**config.mk**
```make
export PLATFORM = sky130hd
export DESIGN_NAME = jtframe_rst_seq
export DESIGN_NICKNAME = d
export VERILOG_FILES = /design/src/rtl/jtframe_rst_pkg.sv /design/src/rtl/jtframe_sync2.sv /design/src/rtl/jtframe_rst_seq.sv
export SDC_FILE = /design/constraint.sdc
export NUM_CORES = 1
export LEC_CHECK = 0
export BUFFER_PORTS_ARGS = -buffer_cell sky130_fd_sc_hd__buf_2
export CORE_UTILIZATION = 60
export DETAILED_ROUTE_END_ITERATION = 10
export GPL_TIMING_DRIVEN = 0
export PLACE_DENSITY_LB_ADDON = 0.15
export SLEW_MARGIN = 15
export SYNTH_ARGS = -nofsm -noshare
export SYNTH_HDL_FRONTEND = slang
export SYNTH_SLANG_ARGS = --single-unit
```
**constraint.sdc**
```tcl
create_clock -name clk_sys -period 2.52 [get_ports clk_sys]
set_input_delay 0.126 -clock clk_sys [delete_from_list [all_inputs] [get_ports clk_sys]]
set_output_delay 0.126 -clock clk_sys [all_outputs]
set_load 0.03 [all_outputs]
```
**src/rtl/jtframe_rst_pkg.sv**
```systemverilog
// Shared types and helpers for the PLL-lock watchdog and reset sequencer.
package jtframe_rst_pkg;

  typedef enum logic [2:0] {
    PLLRST,
    WAITLOCK,
    RELEASE,
    RUN,
    FAIL
  } rst_state_t;

  // Width of a counter that must be able to hold the value val without wrapping.
  function automatic int cnt_w(input int val);
    return (val < 1) ? 1 : $clog2(val + 1);
  endfunction

endpackage

```
**src/rtl/jtframe_sync2.sv**
```systemverilog
// Two-flop synchroniser for asynchronous single-bit inputs into clk_sys.
module jtframe_sync2 (
  input  logic clk_sys,
  input  logic RESET,
  input  logic din,
  output logic dout
);

  logic sync_p0;

  always_ff @(posedge clk_sys or posedge RESET) begin
    if (RESET) begin
      sync_p0 <= 1'b0;
      dout    <= 1'b0;
    end else begin
      sync_p0 <= din;
      dout    <= sync_p0;
    end
  end

endmodule

```
**src/rtl/jtframe_rst_seq.sv**
```systemverilog
// PLL-lock watchdog with bounded retries, stable-lock qualification and an
// ordered release of CHANNELS reset outputs, plus soft-reset handling.
module jtframe_rst_seq
  import jtframe_rst_pkg::*;
#(
  parameter int CHANNELS = 3,
  parameter int HOLD     = 255,
  parameter int STABLE   = 1024,
  parameter int LOCKWAIT = 65535,
  parameter int GAP      = 64,
  parameter int MAXRETRY = 7
) (
  input  logic                clk_sys,
  input  logic                RESET,
  input  logic                pll_locked,
  input  logic                rst_req,
  output logic                pll_rst,
  output logic [CHANNELS-1:0] rst_out,
  output logic                ready,
  output logic                fail,
  output logic [3:0]          retry_cnt,
  output logic [7:0]          lost_cnt
);

  localparam int HOLD_W = cnt_w(HOLD);
  localparam int STB_W  = cnt_w(STABLE);
  localparam int TO_W   = cnt_w(LOCKWAIT);
  localparam int GAP_W  = cnt_w(GAP);

  rst_state_t          st;
  logic                lk, lk_d, rq, rq_d;
  logic                loss, rq_rise, qual, tmo;
  logic [HOLD_W-1:0]   hold_cnt;
  logic [STB_W-1:0]    stab_cnt;
  logic [TO_W-1:0]     to_cnt;
  logic [GAP_W-1:0]    gap_cnt;
  logic [3:0]          retry_nxt;
  logic [CHANNELS-1:0] rst_nxt;

  jtframe_sync2 u_sync_lock (
    .clk_sys (clk_sys),
    .RESET   (RESET),
    .din     (pll_locked),
    .dout    (lk)
  );

  jtframe_sync2 u_sync_req (
    .clk_sys (clk_sys),
    .RESET   (RESET),
    .din     (rst_req),
    .dout    (rq)
  );

  assign loss      = lk_d & ~lk;
  assign rq_rise   = rq & ~rq_d;
  // The qualifying cycle is the STABLE-th consecutive locked cycle.
  assign qual      = lk && (stab_cnt == STB_W'(STABLE - 1));
  assign tmo       = (to_cnt == TO_W'(LOCKWAIT - 1));
  assign retry_nxt = retry_cnt + 4'd1;
  // Channels release low-to-high, so a left shift drops the next one.
  assign rst_nxt   = rst_out << 1;

  always_ff @(posedge clk_sys or posedge RESET) begin
    if (RESET) begin
      st        <= WAITLOCK;
      pll_rst   <= 1'b0;
      rst_out   <= '1;
      ready     <= 1'b0;
      fail      <= 1'b0;
      retry_cnt <= 4'd0;
      lost_cnt  <= 8'd0;
      hold_cnt  <= '0;
      stab_cnt  <= '0;
      to_cnt    <= '0;
      gap_cnt   <= '0;
      lk_d      <= 1'b0;
      rq_d      <= 1'b0;
    end else begin
      lk_d <= lk;
      rq_d <= rq;
      // Timers idle at zero outside their own state, so every entry starts clean.
      if (st != PLLRST) hold_cnt <= '0;
      if (st != WAITLOCK) begin
        stab_cnt <= '0;
        to_cnt   <= '0;
      end
      if (st != RELEASE) gap_cnt <= '0;

      if (loss && (st inside {WAITLOCK, RELEASE, RUN})) begin
        st      <= PLLRST;
        pll_rst <= 1'b1;
        rst_out <= '1;
        ready   <= 1'b0;
        if (lost_cnt != 8'hff) lost_cnt <= lost_cnt + 8'd1;
      end else begin
        case (st)
          PLLRST: begin
            if (hold_cnt == HOLD_W'(HOLD)) begin
              st      <= WAITLOCK;
              pll_rst <= 1'b0;
            end else begin
              hold_cnt <= hold_cnt + HOLD_W'(1);
            end
          end
          WAITLOCK: begin
            stab_cnt <= lk ? stab_cnt + STB_W'(1) : '0;
            to_cnt   <= to_cnt + TO_W'(1);
            if (qual) begin
              st        <= RELEASE;
              retry_cnt <= 4'd0;
            end else if (tmo) begin
              retry_cnt <= retry_nxt;
              if (retry_nxt == 4'(MAXRETRY)) begin
                st   <= FAIL;
                fail <= 1'b1;
              end else begin
                st      <= PLLRST;
                pll_rst <= 1'b1;
              end
            end
          end
          RELEASE, RUN: begin
            if (rq) begin
              st      <= RELEASE;
              rst_out <= '1;
              ready   <= 1'b0;
              gap_cnt <= '0;
            end else if (st == RELEASE) begin
              if (gap_cnt == GAP_W'(GAP - 1)) begin
                gap_cnt <= '0;
                rst_out <= rst_nxt;
                if (rst_nxt == '0) begin
                  st    <= RUN;
                  ready <= 1'b1;
                end
              end else begin
                gap_cnt <= gap_cnt + GAP_W'(1);
              end
            end
          end
          FAIL: begin
            rst_out <= '1;
            pll_rst <= 1'b0;
            if (rq_rise) begin
              st        <= PLLRST;
              pll_rst   <= 1'b1;
              fail      <= 1'b0;
              retry_cnt <= 4'd0;
            end
          end
          default: st <= WAITLOCK;
        endcase
      end
    end
  end

endmodule
```
==> flow_summary_export.csv <==
group,metric,value,unit
detailed_routing,dr.pass1.iters,5,
placement,io_buffers,21,
sta,fin_crit,2.40,ns
pwr,leakagePower,0.00179,µW
floorplanning,die_h,78.9,µm
worst_setup_path,crit_chain,"clkbuf_8 -> or3b_2 -> clkbuf_1 -> nor2_1 -> o21ai_0 -> o21ai_0",
worst_setup_path,slowest_stage,"dfstp_2",
detailed_routing,ant_nets,0,
sta,skew,0.0126,ns
clock_network,clkTransAtPathRegs,0.08,ns
clock_network,cts_htree_levels,3,
grt,antenna_found_initial,0,
worst_setup_path,crit_arrival,2.65,ns
layout,area_delta_synth_final,11.8,%
worst_setup_path,required,2.77,ns
logic_synthesis,synth_top_cell_by_area,"dfrtp_1",
layout,fillers,451,
clock_network,cts_buffers,9,
clock_network,cts_resized,0,
worst_setup_path,crit_path_start_kind,"register",
clock_network,cts_sinks,69,
floorplanning,num_rows,27,
worst_setup_path,cpLargestDelayFamily,"simple AND/OR/NAND/NOR gates",
clock_network,clk_latency,0.35,ns
sta,hold_viol,0,
grt,grt_usage,24.6,%
detailed_routing,vias_per_cell,6.10,
sta,setup_ws,0.120,ns
job,cap_viol_max_count,0,
logic_synthesis,async_flop_share,100,%
logic_synthesis,ys.flop_type,"dfrtp_1",
pwr,vdd_drop_max,0.423,mV
sta,setup_viol,0,
clock_network,clk_root_buffer_cell,"clkbuf_8",
logic_synthesis,yosysWarnings,0,
floorplanning,coreArea,0.00561,mm²
clock_network,hold_buffers,3,
detailed_routing,drt_iter0_drc,205,
grt,grt_max_degree,64,
sta,fin_crit_sh,95.2,%
pwr,power_density,491,mW/mm²
placement,detailed_place_hpwl,4830,µm
logic_synthesis,synthTopCellsByArea,"dfrtp_1 46%, nor2_1 4.3%, o21ai_0 3.4%, xor2_1 3.2%, dfstp_2 3.0%",
floorplanning,pin_count,22,
floorplanning,die_w,78.9,µm
logic_synthesis,synth_commonest_cells,"65 x dfrtp_1, 41 x nor2_1, 28 x nand2_1",
layout,fin_nets,403,
sta,relSlewSlack,42.4,%
worst_setup_path,crit_path_max_incr_delay,0.56,ns
worst_setup_path,critPathCaptureType,"register",
grt,grt_pass1_wl,11900,µm
clock_network,cts_setup_buffers,0,
sta,max_freq,0.417,GHz
sta,rsz0062_at_grt,"false",
logic_synthesis,synth_edf_count,0,
detailed_routing,routedWlPerCell,15.0,µm
logic_synthesis,syn_nets,367,
worst_hold_path,worstHoldPathType,"input pin to async pin",
floorplanning,dieArea,0.00622,mm²
worst_setup_path,crit_cells,6,
clock_network,cts_buffer_depth,2,
worst_setup_path,crit_path_frequent_cell,"o21ai_0",
grt,first_global_vias,2662,
logic_synthesis,yosysSeqAreaShare,48.9,%
logic_synthesis,yosysTopAreaCellShare,45.9,%
grt,grt_overflow_total,0,
detailed_routing,drc,0,
placement,place.gp.congestion,0.804,
logic_synthesis,synth_area,0.00354,mm²
worst_setup_path,worstSetupPathType,"register to register",
sta,worstMarginPinSlew,0.842,ns
worst_setup_path,worst-path-buf-inv,2,
logic_synthesis,synth_cell_types,62,
detailed_routing,routed_wl,7020,µm
floorplanning,start_util,63.2,%
placement,post-place-ws,0.156,ns
layout,n_antenna_cell,0,
logic_synthesis,synthCells,355,
sta,drv_slew,0,
sta,timing.hold.ws,0.227,ns
worst_setup_path,crit_fanout,10,
worst_setup_path,rr_worst_depth,6,
layout,drive_gt1_share,14.4,%
logic_synthesis,syn_avg_cell_area,9.98,µm²
status,outcome,"complete, no violations",
detailed_routing,vias,2853,
logic_synthesis,synth.most_common_cell,"dfrtp_1",
clock_network,cts_tree,"yes",
logic_synthesis,ys_ff_latch,69,
worst reg2reg max path, delay by kind of cell (launching register included):
family,cells,cell delay [ns]
flip-flops,1,0.56
AND/OR/NAND/NOR,2,1.02
buffers and inverters,2,0.44
AO/OA/AOI/OAI,2,0.31
final timing paths:
| kind | startpoint | endpoint | slack, ns |
|---|---|---|---|
| max reg2reg | st[0] | stab_cnt[4] | 0.12 |
| min | RESET | retry_cnt[2] | 0.23 |
| max | st[0] | stab_cnt[4] | 0.12 |
| min reg2reg | u_sync_req.sync_p0 | u_sync_req.dout | 0.35 |
| min in group clk_sys | u_sync_req.sync_p0 | u_sync_req.dout | 0.35 |
| max in group asynchronous | RESET | st[0] | 1.74 |
cell type report:
type	instances	area (µm²)	area share, %
inverter	9	36.3	0.916
multi-input combinational	266	1690	42.6
clock buffer	14	153	3.85
sequential	69	1730	43.7
buffer	11	91.3	2.31
timing repair buffer	25	163	4.10
tap	72	90.1	2.27
clock inverter	2	10.0	0.253
flip-flops by register name (all words and copies together) (netlist names), 3 cells and up:
name and count:
to_cnt 16, stab_cnt 11, hold_cnt 8, lost_cnt 8
gap_cnt 7, retry_cnt 4, rst_out 3, st 3
stage by stage:
step                      power [µW]  setup TNS [ns]  utilization [%]  cells  instance area (µm²)
after floorplan                 1170               0                -    355                 3540
after global routing            2010               0             70.7    468                 3960
after CTS                       1960               0             70.7    468                 3960
after detailed placement        1190               0             67.2    449                 3770
final                           1940               0             70.7    468                 3960
after global placement          1180           -8.31             66.7    448                 3740
power by group:
| part | internal, µW | switching, µW | total [µW] |
|---|---|---|---|
| registers | 1110 | 3.48 | 1120 |
| logic | 20.7 | 33.8 | 54.5 |
| clock network | 383 | 391 | 774 |
layer usage:
layer / GRT usage [%] / vias to the layer above / routed length, µm
met5: 0 / - / 0
met4: 11.1 / 0 / 144
met3: 4.25 / 18 / 308
met2: 40.2 / 80 / 3280
met1: 32.4 / 1381 / 3280
li1: - / 1374 / -
placed cells by master (no fill, tap or decap), types with 2 or more instances in the layout:
master          n
o31ai_1         6
ha_1            8
nand2b_1        7
a2bb2oi_1       3
nand2_1        28
and4_1          3
nor2_1         41
clkinv_2        2
xor2_1         13
nor2b_1         5
nand4_1        10
nand3_1        17
a32o_1          2
clkbuf_1       11
nor3b_1         3
or3_1           4
inv_1           8
a31oi_1         9
nor3_1          9
o41ai_1         5
dfstp_2         4
a211oi_1        3
and3_1         11
mux2_2          2
o21ai_0        24
nor4_1          2
buf_2          22
dfrtp_1        65
clkbuf_8       12
xnor2_1        10
a21oi_1        10
dlygate4sd3_1   3
cells by family (layout without fill, tap and decap cells):
family,Yosys count,count (layout),share of synthesized area [%]
xor gates and xnor gates,23,23,5.68
muxes,3,3,0.918
DFF,69,69,48.9
and+or+nand+nor,155,155,23.2
AOI/OAI and AO/OA,77,77,15.0
buffers and inverters,20,61,3.53
adders and majority gates,8,8,2.82
(Power assumes the default switching activity.)
